<file path="config.mk">
export PLATFORM = sky130hd
export DESIGN_NAME = gray_step_arbiter
export DESIGN_NICKNAME = d
export VERILOG_FILES = /design/src/rtl/gray_step_arbiter_pkg.sv /design/src/rtl/gray_step_arbiter_rr_pick.sv /design/src/rtl/gray_step_arbiter.sv
export SDC_FILE = /design/constraint.sdc
export NUM_CORES = 1
export LEC_CHECK = 0
export ABC_CLOCK_PERIOD_IN_PS = 5350
export BUFFER_PORTS_ARGS = -buffer_cell sky130_fd_sc_hd__buf_2
export CORE_MARGIN = 8
export CORE_UTILIZATION = 25
export DETAILED_ROUTE_END_ITERATION = 8
export PLACE_DENSITY = 0.54
export SYNTH_ARGS = -nofsm -noshare
export SYNTH_HDL_FRONTEND = slang
export SYNTH_SLANG_ARGS = --single-unit
</file>
<file path="constraint.sdc">
create_clock -name Clk -period 5.35 [get_ports Clk]
set_input_delay 1.07 -clock Clk [delete_from_list [all_inputs] [get_ports Clk]]
set_output_delay 1.07 -clock Clk [all_outputs]
set_load 0.01 [all_outputs]
</file>
<file path="src/rtl/gray_step_arbiter_pkg.sv">
`default_nettype none
// +----------------------------------------------------------------------+
// | gray_step_arbiter_pkg : shared state encoding and Gray constants     |
// | Rev 1.0                                                              |
// +----------------------------------------------------------------------+
package gray_step_arbiter_pkg;

  typedef enum logic [1:0] {
    ST_IDLE  = 2'd0,
    ST_CLEAR = 2'd1,
    ST_RUN   = 2'd2,
    ST_DONE  = 2'd3
  } state_t;

  // Counter value whose next step rolls back to 000.
  localparam logic [2:0] GRAY_WRAP = 3'b100;

  // Step order of the external counter; element 0 is the cleared value.
  localparam logic [7:0][2:0] GRAY_SEQ = {
    3'b100, 3'b101, 3'b111, 3'b110, 3'b010, 3'b011, 3'b001, 3'b000
  };

  function automatic logic [2:0] gray_next(input logic [2:0] v);
    logic [2:0] r;
    r = GRAY_SEQ[0];
    for (int i = 0; i < 8; i++) begin
      if (GRAY_SEQ[3'(i)] == v) r = GRAY_SEQ[3'(i + 1)];
    end
    return r;
  endfunction

endpackage
`default_nettype wire

</file>
<file path="src/rtl/gray_step_arbiter_rr_pick.sv">
`default_nettype none
// +----------------------------------------------------------------------+
// | gray_rr_pick : round-robin winner search starting at a pointer       |
// | Rev 1.0                                                              |
// +----------------------------------------------------------------------+
module gray_rr_pick #(
  parameter int NUM_REQ = 4,
  parameter int PTR_W   = 2
) (
  input  logic [NUM_REQ-1:0] req,
  input  logic [PTR_W-1:0]   ptr,
  output logic [NUM_REQ-1:0] winner,
  output logic [PTR_W-1:0]   winner_idx,
  output logic               valid
);

  localparam int SUM_W = PTR_W + 1;

  logic [SUM_W-1:0] pos;

  // ptr < NUM_REQ and offset < NUM_REQ, so one subtraction wraps the sum.
  always_comb begin
    winner     = '0;
    winner_idx = '0;
    valid      = 1'b0;
    pos        = '0;
    for (int i = 0; i < NUM_REQ; i++) begin
      pos = {1'b0, ptr} + SUM_W'(i);
      if (pos >= SUM_W'(NUM_REQ)) pos = pos - SUM_W'(NUM_REQ);
      if (!valid && req[pos[PTR_W-1:0]]) begin
        valid                   = 1'b1;
        winner_idx              = pos[PTR_W-1:0];
        winner[pos[PTR_W-1:0]]  = 1'b1;
      end
    end
  end

endmodule
`default_nettype wire

</file>
<file path="src/rtl/gray_step_arbiter.sv">
`default_nettype none
// +----------------------------------------------------------------------+
// | gray_step_arbiter : round-robin owner of a shared 3-bit Gray counter |
// | Rev 1.0                                                              |
// +----------------------------------------------------------------------+
module gray_step_arbiter
  import gray_step_arbiter_pkg::*;
#(
  parameter int NUM_REQ = 4,
  parameter int LEN_W   = 3
) (
  input  logic                     Clk,
  input  logic                     Reset,
  input  logic [NUM_REQ-1:0]       Req,
  input  logic [NUM_REQ-1:0]       Clr,
  input  logic [NUM_REQ*LEN_W-1:0] Len,
  output logic [NUM_REQ-1:0]       Grant,
  output logic [NUM_REQ-1:0]       Done,
  output logic [2:0]               Result,
  output logic                     Wrapped,
  output logic                     Busy,
  output logic                     Cnt_En,
  output logic                     Cnt_Reset,
  input  logic [2:0]               Cnt_Value
);

  localparam int PTR_W = $clog2(NUM_REQ);

  state_t             state_q, state_d;
  logic [PTR_W-1:0]   ptr_q, ptr_d;
  logic [PTR_W-1:0]   owner_q, owner_d;
  logic [LEN_W-1:0]   remaining_q, remaining_d;
  logic               wrap_acc_q, wrap_acc_d;
  logic               wrapped_q, wrapped_d;
  logic [2:0]         result_q, result_d;
  logic [NUM_REQ-1:0] grant_q, grant_d;
  logic [NUM_REQ-1:0] done_q, done_d;

  logic [NUM_REQ-1:0] pick_winner;
  logic [PTR_W-1:0]   pick_idx;
  logic               pick_valid;
  logic [LEN_W-1:0]   len_sel;
  logic               clr_sel;

  gray_rr_pick #(
    .NUM_REQ (NUM_REQ),
    .PTR_W   (PTR_W)
  ) u_pick (
    .req        (Req),
    .ptr        (ptr_q),
    .winner     (pick_winner),
    .winner_idx (pick_idx),
    .valid      (pick_valid)
  );

  always_comb begin
    len_sel = '0;
    for (int i = 0; i < NUM_REQ; i++) begin
      if (pick_winner[i]) len_sel = Len[i*LEN_W +: LEN_W];
    end
    clr_sel = |(Clr & pick_winner);
  end

  always_comb begin
    state_d     = state_q;
    ptr_d       = ptr_q;
    owner_d     = owner_q;
    remaining_d = remaining_q;
    wrap_acc_d  = wrap_acc_q;
    wrapped_d   = wrapped_q;
    result_d    = result_q;
    grant_d     = grant_q;
    done_d      = '0;
    case (state_q)
      ST_IDLE: begin
        if (pick_valid) begin
          owner_d     = pick_idx;
          remaining_d = len_sel;
          wrap_acc_d  = 1'b0;
          grant_d     = pick_winner;
          state_d     = clr_sel ? ST_CLEAR : ST_RUN;
        end
      end
      ST_CLEAR: state_d = ST_RUN;
      ST_RUN: begin
        if (Cnt_Value == GRAY_WRAP) wrap_acc_d = 1'b1;
        if (remaining_q == '0) state_d = ST_DONE;
        else                   remaining_d = remaining_q - 1'b1;
      end
      ST_DONE: begin
        // Published flags stay stable until the next burst completes.
        result_d  = Cnt_Value;
        wrapped_d = wrap_acc_q;
        done_d    = grant_q;
        grant_d   = '0;
        ptr_d     = (owner_q == PTR_W'(NUM_REQ - 1)) ? '0 : owner_q + 1'b1;
        state_d   = ST_IDLE;
      end
      default: state_d = ST_IDLE;
    endcase
  end

  always_ff @(posedge Clk or posedge Reset) begin
    if (Reset) begin
      state_q     <= ST_IDLE;
      ptr_q       <= '0;
      owner_q     <= '0;
      remaining_q <= '0;
      wrap_acc_q  <= 1'b0;
      wrapped_q   <= 1'b0;
      result_q    <= '0;
      grant_q     <= '0;
      done_q      <= '0;
    end else begin
      state_q     <= state_d;
      ptr_q       <= ptr_d;
      owner_q     <= owner_d;
      remaining_q <= remaining_d;
      wrap_acc_q  <= wrap_acc_d;
      wrapped_q   <= wrapped_d;
      result_q    <= result_d;
      grant_q     <= grant_d;
      done_q      <= done_d;
    end
  end

  assign Grant     = grant_q;
  assign Done      = done_q;
  assign Result    = result_q;
  assign Wrapped   = wrapped_q;
  assign Busy      = (state_q != ST_IDLE);
  assign Cnt_En    = (state_q == ST_RUN);
  // Combinational with Reset so the counter clears on every edge it is held.
  assign Cnt_Reset = Reset | (state_q == ST_CLEAR);

endmodule
`default_nettype wire
</file>
; Yosys cells after proc, flatten, opt, wreduce, memory -nomap -nowiden
; Index checks and enable logic that the tools add are counted.
[word_totals]
out_inout_bits = 15
ff_bits = 22
in_bits = 25
elab_cells = 115
[classes]
n_mux = 50
n_bitwise = 5
n_reduce_logical = 21
n_lt_le_gt_ge = 12
eq_ne = 9
addsub = 9
[op_table]
columns = cell, n
row1 = $mux W2, 12
row2 = $mux W4, 6
row3 = $mux W3, 6
row4 = $mux W1, 14
row5 = $lt A2 B3 Y1 const B, 4
row6 = $or A4 B4 Y4, 3
row7 = $ge A3 B3 Y1 const B, 3
row8 = $bmux W1 S2, 4
row9 = $demux W1 S2, 4
row10 = $ge A2 B1 Y1 const B, 4
row11 = $pmux W2 S4, 1
row12 = $pmux W4 S2, 1
row13 = $sub A2 B1 Y2 const B, 4
row14 = $logic_and A1 B1 Y1, 7
row15 = $add A2 B2 Y3 const B, 2
row16 = $eq A2 B2 Y1 const B, 3
row17 = $pmux W3 S2, 1
row18 = $reduce_and A2 Y1, 3
row19 = $reduce_and A3 Y1, 2
row20 = $reduce_bool A2 Y1, 3
row21 = $and A4 B4 Y4, 1
row22 = $ne A2 B1 Y1 const B, 2
row23 = $ne A2 B2 Y1 const B, 2
row24 = $reduce_or A4 Y1, 1
row25 = 11 further kinds, 13

; Logic depth before layout (Yosys ltp)
; Gate-level depths: netlist of the first run.
[logic_depth]
ltp_word = 20
mapped_depth = 10
ltp_nobuf = 9

; Modules after synthesis
; A second synthesis of the first run with hierarchy kept.
[unflattened]
cells_unflattened = 154
hier_area_um2 = 1591.5
[modules_own_cells]
columns = module, cells_per_inst, instances, area_per_inst_um2, seq_area_each_um2
row1 = gray_step_arbiter, 109, 1, 1169.9, 550.5
row2 = gray_rr_pick, 45, 1, 421.7, 0.0

; Least setup slack after synthesis of the first run
; No wires, ideal clock.
[synth_path]
path_kind = input port to flip-flop
start = input port Req[0]
end = register remaining_q[0]
setup_time_ns = 0.135
path_stages = 6
arrival_ns = 2.701
slack_ns = 2.514
t_required_ns = 5.215
cell_sequence = buf_6 mux4_2 and2_1 a2111o_1 a221oi_1 o22ai_1
[synth_between]
elab_chain_len = 18
word_cells_on_any_way = 33
[synth_rtl]
columns = item, line
row1 = start: declaration, gray_step_arbiter.sv:14  ; input logic [NUM_REQ-1:0] Req,
row2 = $bmux W1 S2, gray_step_arbiter_rr_pick.sv:30  ; if (!valid && req[pos[PTR_W-1:0]]) begin
row3 = $mux W1 (implied by the code), gray_step_arbiter_rr_pick.sv:30
row4 = $mux W1, gray_step_arbiter_rr_pick.sv:30
row5 = $logic_not A1 Y1, gray_step_arbiter_rr_pick.sv:30
row6 = $logic_and A1 B1 Y1, gray_step_arbiter_rr_pick.sv:30
row7 = $mux W1, gray_step_arbiter_rr_pick.sv:30
row8 = $logic_not A1 Y1, gray_step_arbiter_rr_pick.sv:30
row9 = $logic_and A1 B1 Y1, gray_step_arbiter_rr_pick.sv:30
row10 = $mux W1, gray_step_arbiter_rr_pick.sv:30
row11 = $logic_not A1 Y1, gray_step_arbiter_rr_pick.sv:30
row12 = $logic_and A1 B1 Y1, gray_step_arbiter_rr_pick.sv:30
row13 = $mux W4, gray_step_arbiter_rr_pick.sv:30
row14 = $mux W3 (4 in a row), gray_step_arbiter.sv:59  ; if (pick_winner[i]) len_sel = Len[i*LEN_W +: LEN_W];
row15 = $mux W3, gray_step_arbiter.sv:76  ; if (pick_valid) begin
row16 = $pmux W3 S2, gray_step_arbiter.sv:74  ; case (state_q)
row17 = end signal: assignment, gray_step_arbiter.sv:118  ; remaining_q <= remaining_d;
row18 = end: declaration, gray_step_arbiter.sv:32  ; logic [LEN_W-1:0] remaining_q, remaining_d;
; Several ways; a longest one is shown, not always the timed one. The select of a mux whose other input is x is not followed.
; A chain may end at the register's enable or synchronous reset.

; Worst setup path in the final report of the first run
[layout_path]
start = register ptr_q[0]
end = register state_q[1]
[layout_between]
elab_chain_len = 19
word_cells_on_any_way = 67
[layout_rtl]
columns = item, line
row1 = start: declaration, gray_step_arbiter.sv:30  ; logic [PTR_W-1:0] ptr_q, ptr_d;
row2 = start signal: assignment, gray_step_arbiter.sv:116  ; ptr_q <= ptr_d;
row3 = "parallel branches: the longest is 19 deep, another holds $add A2 B1 Y3", n/a
row4 = end signal: assignment, gray_step_arbiter.sv:115  ; state_q <= state_d;
row5 = end: declaration, gray_step_arbiter.sv:29  ; state_t state_q, state_d;
; Several ways; the timed one is not identified. The select of a mux whose other input is x is not followed.

==> flow_results.org, run 1 <==
** Layout
- Number of standard cells in the final layout excluding fillers :: ~330
- After the last flow step, the layout net total stands at around 270.
- Fraction of final layout cells sized beyond drive strength 1 :: between 20% and 30%
- Post-synthesis to final-layout area growth :: 17.3%
- Most common cell after layout, fill and taps aside :: buf_2
- Leading cell types in the layout, fill and taps excluded :: 39 x buf_2, 22 x dfrtp_1, 16 x inv_1
- Antenna diodes :: 0

** Global routing
- Total congestion overflow :: 0
- The first global-routing pass estimated about 8100 um of wire.
- After global routing, the most crowded layer is met2.
- Vias in the first global route :: approximately 1600
- For met3 alone, demand over resource in global routing was 1.72%.
- For met1 alone, demand over resource in global routing was between 10% and 20%.
- Largest net degree at the start of global routing :: 23
- Number of antenna violations at the first check in global routing :: 0
- For this run, global-route usage on met2 was measured as between 10% and 20%.
- Global routing consumed, over all layers together, about 9.6% of the routing resources.

** Place
- Final weighted congestion in routability-driven placement :: about 0.8
- Instance count after placement with tap cells included :: 328
- Input/output buffers :: 39
- Timing analysis after detailed placement gives a worst setup slack of about 2.1 ns.
- HPWL after DPL :: 3770 um

** CTS
- Clock tree synthesis found a total of 22 sinks.
- The root buffer cell chosen for the clock tree is clkbuf_8.
- PostCTS Resize Cnt :: 0
- The clock passes through at most 2 buffers.
- TritonCTS clock tree :: done
- Hold bufs inserted after CTS :: 0
- After clock tree synthesis, the clock-pin slew on the worst setup and hold paths is 0.08 ns.
- Later-pin clock latency in the skew report :: 0.26 ns
- The number of setup buffers added after CTS is 0.
- Number of clock buffers inserted by TritonCTS :: 3
- In this run the number of H-tree levels came out at 1.

** Critical path
- For the worst setup path, the data arrival time is 3.35 ns.
- STA classifies the critical path endpoint as a flop.
- Required time at the endpoint of the critical path :: between 5 and 6 ns
- Critical path type :: flop to flop
- The setup check on the worst reg-to-reg path leaves a slack of about 2.1 ns.
- Worst setup SP type :: flop
- In this run the worst path has a maximum fanout of 16.

** Power and ir drop
- The worst-case IR drop observed on VDD is 0.0000946 V.
- Static leakage power :: approximately 1 nW
- Pwr per Cell Area :: 574 mW/mm^2

** Timing
- Headroom to the max-slew limit came out at about two fifths.
- Worst path setup slack after routing :: ~2.1 ns
- Share of the cycle needed by the critical path after routing :: roughly 60%
- For the pin with the worst max-slew slack, the measured transition is slightly below 0.9 ns.
- Setup repair after global routing missed its margin :: no
- Setup violations remaining at the end of the flow were counted as 0.
- Derived from the worst setup path, the maximum achievable clock frequency is roughly 310 MHz.
- Endpoints failing hold :: 0
- Worst hold slack :: approximately 0.5 ns
- The worst path in the final design needs a cycle of between 3 and 4 ns, including I/O delays and setup.
- Setup_tns :: 0 ns
- Number of slew-limit violations in the final report :: 0
- Clock tree skew after final layout :: 0.00337 ns

** Yosys
- Number of nets produced by synthesis :: 240
- Fraction of the yosys area taken by sequential cells :: between 30% and 40%
- Main area contributors after synthesis :: dfrtp_1 30%, ha_1 9.6%, mux2_2 4.9%, mux4_2 3.7%, o21ai_0 3.6%
- Yosys printed 0 warnings.
- Area fraction of the dominant cell type after synthesis :: between 30% and 40%
- Distinct cells, synth :: 40
- Library cell occupying the most area in the post-synthesis netlist :: dfrtp_1
- Dividing the synthesized area by the synthesized cell count gives just over 9 um^2.
- Counting flops and latches in the post-synthesis netlist gives 22.
- Synthesis handed over a netlist of approximately 200 instances.
- Summed instance area of the synthesized netlist :: 0.00182 mm^2

** Outcome
- The flow ran to the end, and the final reports show no timing, DRC or antenna violations.

** Floorplan
- In this run the vertical extent of the chip is between 100 and 150 um.
- The floorplan step defined a die boundary enclosing a little over 0.01 mm^2.
- Cell Rows :: 31
- The core region is between 0.007 and 0.008 mm^2.
- Number of I/O pins :: 40
- Starting density of the core :: 25.4%
- Die W :: 101 um

** Route
- Post-route DRC violation count :: 0
- Count of vias placed by the detailed router :: around 1600
- Final WL :: roughly 4900 um
- In the final routed layout, each cell accounts on average for around 15 um.
- In this run the remaining antenna-violating nets after routing total 0.
- For this run, the detailed router's first-pass iteration total came to 7.
- For this block, the initial DRC count from the detailed router was between 100 and 150.
- Avg Vias per Cell :: about 5

** Hold path
- Worst hold-check path type :: flop to flop

** Flow run
- Count of max-cap constraint violations :: 0
-- cell usage after synthesis (all sizes together) --
master / instances
o21ai: 13
o22ai: 2
nor2: 11
o32ai: 3
and2: 7
a21o: 3
nor4: 1
a211oi: 8
a22oi: 1
o2bb2ai: 2
a2111o: 3
nand3b: 7
a31oi: 1
a211o: 1
a222oi: 1
mux2: 8
ha: 14
a22o: 2
mux4: 3
a221oi: 8
a21oi: 11
or3b: 1
inv: 16
nor2b: 4
buf: 7
a221o: 1
nand3: 4
o311ai: 1
dfrtp: 22
nand2b: 5
nor3b: 1
nor3: 1
clkbuf: 5
or2: 1
nand2: 16
mux2i: 6
-- critical path: stages (launching register included) --
cell	delay, ns
dfrtp_1	0.70
inv_1	0.24
ha_1	0.47
or3b_1	0.39
a2111o_1	0.42
nand3_2	0.16
a2111o_1	0.34
a22oi_1	0.13
a22o_1	0.25
-- report_power, final --
part	switching [mW]	total (mW)	internal (mW)
Clock	0.0533	0.119	0.0655
Sequential	0.0687	0.306	0.237
Combinational	0.447	0.803	0.356
-- flip-flops by register name, summed over array words and instances (netlist names) --
register and count:
state_q 2, ptr_q 2, owner_q 2, Wrapped 1, remaining_q 3, wrap_acc_q 1, Grant 4, Done 4
Result 3
-- final timing paths --
kind / start / end / cells past startpoint
setup / recovery: ptr_q[0] / state_q[1] / 8
hold / removal: owner_q[1] / owner_q[1] / 2
setup reg to reg: ptr_q[0] / state_q[1] / 8
hold reg to reg: owner_q[1] / owner_q[1] / 2
max in group asynchronous: Reset / Done[3] / 2
min in group asynchronous: Reset / Done[1] / 2
-- area by class of cell --
class	count	area, um^2
clock buffer	4	55.1
multi-input combinational	151	1150
fill	780	5040
timing repair buffer	40	203
inverter	16	60.1
sequential	22	551
tap	99	124
-- per-stage QoR --
| step | power [mW] | cell area, um^2 | util [%] |
|---|---|---|---|
| 6_report | 1.23 | 2140 | 29.8 |
| 5_1_grt | 1.36 | 2140 | 29.8 |
| 4_1_cts | 1.24 | 2140 | 29.8 |
| 3_5_place_dp | 1.12 | 2080 | 29.0 |
| 3_3_place_gp | 1.11 | 2080 | 29.0 |
| 2_1_floorplan | 0.930 | 1820 | - |
-- per-layer routing --
metal / up-vias / wire length [um]
li1: 800 / -
met1: 790 / 2220
met2: 47 / 2350
met3: 4 / 285
met4: 0 / 61
met5: - / 0
-- logic make-up after synthesis --
group                    count (synthesis)  synth area share [%]
multiplexers                            17                  11.9
AND/OR/NAND/NOR                         59                  17.3
adder cells (fa/ha/maj)                 14                  9.61
flip-flops                              22                  30.2
buffers and inverters                   28                  6.93
AO/OA/AOI/OAI                           61                  24.0
(Power assumes the default switching activity.)
==> inputs of run 2 (changes only) <==
--- a/config.mk
+++ b/config.mk
@@ -5,12 +5,13 @@
 export SDC_FILE = /design/constraint.sdc
 export NUM_CORES = 1
 export LEC_CHECK = 0
-export ABC_CLOCK_PERIOD_IN_PS = 5350
+export ABC_AREA = 1
+export ABC_CLOCK_PERIOD_IN_PS = 2600
 export BUFFER_PORTS_ARGS = -buffer_cell sky130_fd_sc_hd__buf_2
 export CORE_MARGIN = 8
 export CORE_UTILIZATION = 25
 export DETAILED_ROUTE_END_ITERATION = 8
-export PLACE_DENSITY = 0.54
+export PLACE_DENSITY = 0.56
 export SYNTH_ARGS = -nofsm -noshare
 export SYNTH_HDL_FRONTEND = slang
 export SYNTH_SLANG_ARGS = --single-unit
==> constraint.sdc (replaced) <==
create_clock -name Clk -period 2.6 [get_ports Clk]
set_input_delay 0.52 -clock Clk [delete_from_list [all_inputs] [get_ports Clk]]
set_output_delay 0.52 -clock Clk [all_outputs]
set_load 0.01 [all_outputs]
==> run 2 against run 1 <==
Non-clock buffer count rose by 2. Sequential cell count unchanged. Wire length decreased by 10%. Clock skew rose by 0.0012 ns. Clock power rose by 110%. Maximum frequency increased by 38%. Largest cell class unchanged. Largest power group unchanged.
==> flow_results.org, run 2 <==
** Outcome
- The run finished with clean final reports.

** Yosys
- Summing the areas of all compound-gate instances in the mapped netlist gives between 10% and 20% of the synthesized area.
- After Yosys synthesis, full adders, half adders and majority gates account for 10.5% of the synthesized area.
- Main area contributors after synthesis :: dfrtp_1 33%, nand2_1 16%, ha_1 11%, inv_1 8.1%, a21oi_1 4.5%
- Synthesis handed over a netlist of ~230 instances.
- Synth Warn # :: 0
- For this run, the register share of the synthesized area comes to about a third.
- After synthesis the cells add up to about 0.0017 mm^2.
- Simple-gate share of the synthesized area :: roughly 34%
- The synthesized design devotes to its leading area cell type between 30% and 40% of total area.
- Library cell occupying the most area in the post-synthesis netlist :: dfrtp_1
- Yosys reg bits :: 22
- Mean area per synthesized cell :: ~7 um^2
- Post-synthesis mux area share :: 0%
- Commonest cells in the synthesized netlist :: 71 x nand2_1, 36 x inv_1, 22 x dfrtp_1
- The most used flip-flop cell after synthesis is dfrtp_1.
- After synthesis, the largest family of logic cells by area is simple AND/OR/NAND/NOR gates.
- Distinct cells, synth :: 28
- The synthesized netlist devotes 0% of its cell area to XOR and XNOR gates.
- In this run, synthesis inferred 0 flip-flops with an integrated enable.
- Counting flops with an async set or reset pin after synthesis yields a share of 100%.
- The number of nets in the synthesized netlist is approximately 270.
- Top-count cell post-synth :: nand2_1

** Floorplan
- Cell Rows :: 29
- Number of I/O pins :: 40
- The floorplan step set the die height to between 90 and 100 um.
- For this configuration, the core starts out at a cell density of a little over a quarter.
- The floorplan step defined a core boundary enclosing about 0.0064 mm^2.
- The floorplan step defined a die boundary enclosing approximately 0.0095 mm^2.
- Die W :: 97.6 um

** CTS
- CTS built an H-tree with a depth of 1.
- In this run the post-CTS setup repair buffer count came out at 0.
- Clock sink total :: 22
- Buffers inserted during clock tree synthesis total 3.
- Clock root buffer :: clkbuf_8
- For the worst-skew pair, the clock arrives at the later sink with an insertion delay of between 0.2 and 0.3 ns.
- Clock-pin slew reported for the worst setup and hold paths after clock tree synthesis :: around 0.080 ns
- Maximum number of buffers from clock root to sink :: 2
- The number of hold buffers added after CTS was 0.
- TritonCTS built the clock tree.

** Critical path
- The worst setup path is captured at a flop.
- The cell that appears most often on the critical path is nand2_1.
- Among cell families on the critical path, the largest total delay comes from simple AND/OR/NAND/NOR gates.
- Stages on the worst setup path :: 15
- Critical path cell sequence :: inv_1, ha_1, inv_1, nand3_1, nand2_2, nand2_4, nor3_4, nand2_2, nand2_2, inv_2, or2_0, nand2_1, nand2_1, nand2_1, nand2_1
- Worst Reg-to-Reg Cells :: 15
- Largest incremental delay on the critical path :: approximately 0.43 ns
- The slowest stage of the critical path is the dfrtp_2 cell.
- Required time at the endpoint of the critical path :: approximately 2.8 ns
- At the worst endpoint, the arrival time is roughly 2.5 ns.
- The worst setup path is of the flop to flop kind.
- In this run the worst path has a maximum fanout of 7.
- Counting both buffers and inverters, the worst setup path holds a total of 3.
- Worst setup SP type :: flop

** Layout
- Total number of nets in the final design :: between 300 and 400
- The number of antenna diodes in the final layout is 0.
- In the final layout, the share of cells above drive strength 1 is a little over a quarter.
- Once layout is done, the placed cells without fillers occupy between 0.002 and 0.0025 mm^2.
- The library cell used most frequently in the layout, excluding fill and tap cells, is nand2_1.
- Compared with the post-synthesis result, the final layout area differs by 21.4%.
- Fill count :: about 700
- Leading cell types in the layout, fill and taps excluded :: 70 x nand2_1, 39 x buf_2, 36 x inv_1
- Measured on the finished design, the core utilization comes to about a third.
- Leaving out filler cells and counting taps, the final layout contains 353.

** Hold path
- The worst hold path belongs to the class input port to asynchronous set/reset pin.

** Timing
- Transition time at the pin with the least slew margin :: around 0.47 ns
- Setup violations remaining at the end of the flow were counted as 0.
- Setup_tns :: 0 ns
- Final worst path period need :: approximately 2.3 ns
- Endpoints failing hold :: 0
- Fmax achieved :: 432 MHz
- Setup repair after global routing missed its margin :: no
- Clock tree skew after final layout :: 0.00458 ns
- The worst path uses between 80% and 90% of the clock period.
- Worst slew margin relative to its limit :: roughly two thirds
- The number of pins exceeding their max-slew limit in the final report is 0.
- Worst hold slack :: about 0.29 ns

** Route
- Number of detailed-route iterations in the first pass :: 4
- Initial drt markers :: approximately 110
- In the routed design, unresolved DRC markers number 0.
- After detailed routing, the total wire length is ~4400 um.
- Post-DRT Antenna Nets :: 0
- Count of vias placed by the detailed router :: ~1600
- Avg Vias per Cell :: approximately 4.5
- Wire length per cell :: about 13 um

** Power and ir drop
- Net switching is between 50% and 60% of the power.
- Internal power of the cells :: 1.27 mW
- The clock network accounts for under 10% of the total power.
- Per report_power, the sequential group accounts for roughly a fifth of the total.
- Summed over all cells, the static leakage comes to approximately 1.1 nW.
- Combinational share of power :: between 70% and 80%
- Dividing total power by cell area gives a power density of around 1400 mW/mm^2.
- VDD sags by at most between 0.0004 and 0.0005 V.
- Power spent charging and discharging nets :: 1.48 mW

** Place
- Cell area after placement :: approximately 0.002 mm^2
- Including well taps, the total number of placed cells is about 350.
- Input/output buffers :: 39
- HPWL after DPL :: between 3000 and 4000 um
- Final weighted congestion in routability-driven placement :: 0.862

** Global routing
- The first global-routing pass estimated roughly 7400 um of wire.
- The total overflow left after global routing is 0.
- Global routing consumed, over all layers together, under 10% of the routing resources.
- Entering global routing, the biggest net connects 23 pins.
- Number of antenna violations at the first check in global routing :: 0
- Vias in the first global route :: approximately 1600

** Flow run
- Across the run, the number of max-cap violations was 0.
[run 2: final timing paths]
kind                            from        endpoint  slack [ns]
max                         ptr_q[1]  remaining_q[1]        0.28
min                            Reset        ptr_q[1]        0.29
max reg2reg                 ptr_q[1]  remaining_q[1]        0.28
min reg2reg                Result[2]       Result[2]        0.47
max in group asynchronous      Reset        ptr_q[0]        2.06
min in group Clk           Result[2]       Result[2]        0.47
[run 2: what timing repair did]
action                                  CTS  global route
hold endpoints to repair                  0             0
resized for setup                         0             3
endpoints found under the setup margin    0             2
[run 2: power groups by stage]
stage / registers [mW] / clock network [mW] / logic, mW
6_report: 0.571 / 0.248 / 1.94
5_1_grt: 0.589 / 0.267 / 2.24
4_1_cts: 0.569 / 0.256 / 1.92
3_5_place_dp: 0.573 / 0 / 1.92
3_3_place_gp: 0.573 / 0 / 1.90
2_1_floorplan: 0.582 / 0 / 1.43
[run 2: logic make-up (layout without fill, tap and decap cells)]
logic type,after synthesis,after routing
flip-flops,22,22
adder cells (fa/ha/maj),14,14
buffers and inverters,43,86
AO/OA/AOI/OAI,35,35
AND/OR/NAND/NOR,119,119
[run 2: final cells by class]
type / count / area (um^2) / area share (%)
inverters: 40 / 158 / 7.81
multi-input cells: 168 / 938 / 46.5
clock buffers: 4 / 55.1 / 2.73
flip-flops and latches: 22 / 553 / 27.4
repair buffers: 42 / 218 / 10.8
well taps: 77 / 96.3 / 4.77
[run 2: worst reg2reg max path, stage by stage, from the launching register on]
cell and delay, ns:
dfrtp_2 0.43, inv_1 0.07, ha_1 0.35, inv_1 0.14
nand3_1 0.10, nand2_2 0.10, nand2_4 0.07, nor3_4 0.22
nand2_2 0.08, nand2_2 0.14, inv_2 0.07, or2_0 0.19
nand2_1 0.08, nand2_1 0.06, nand2_1 0.06, nand2_1 0.05
[run 2: metrics by stage]
stage               power (mW)  setup WS, ns
floorplan                 2.01         0.419
global placement          2.47         0.293
detailed placement        2.49         0.266
CTS                       2.75         0.241
global route              3.10        0.0152
finish                    2.75         0.284
[run 2: layer usage]
metal / global-route usage [%] / vias up / wire length (um)
li1: - / 820 / -
met1: 12.2 / 711 / 2090
met2: 14.7 / 64 / 1930
met3: 2.06 / 4 / 351
met4: 2.80 / 0 / 52
met5: 0 / - / 0
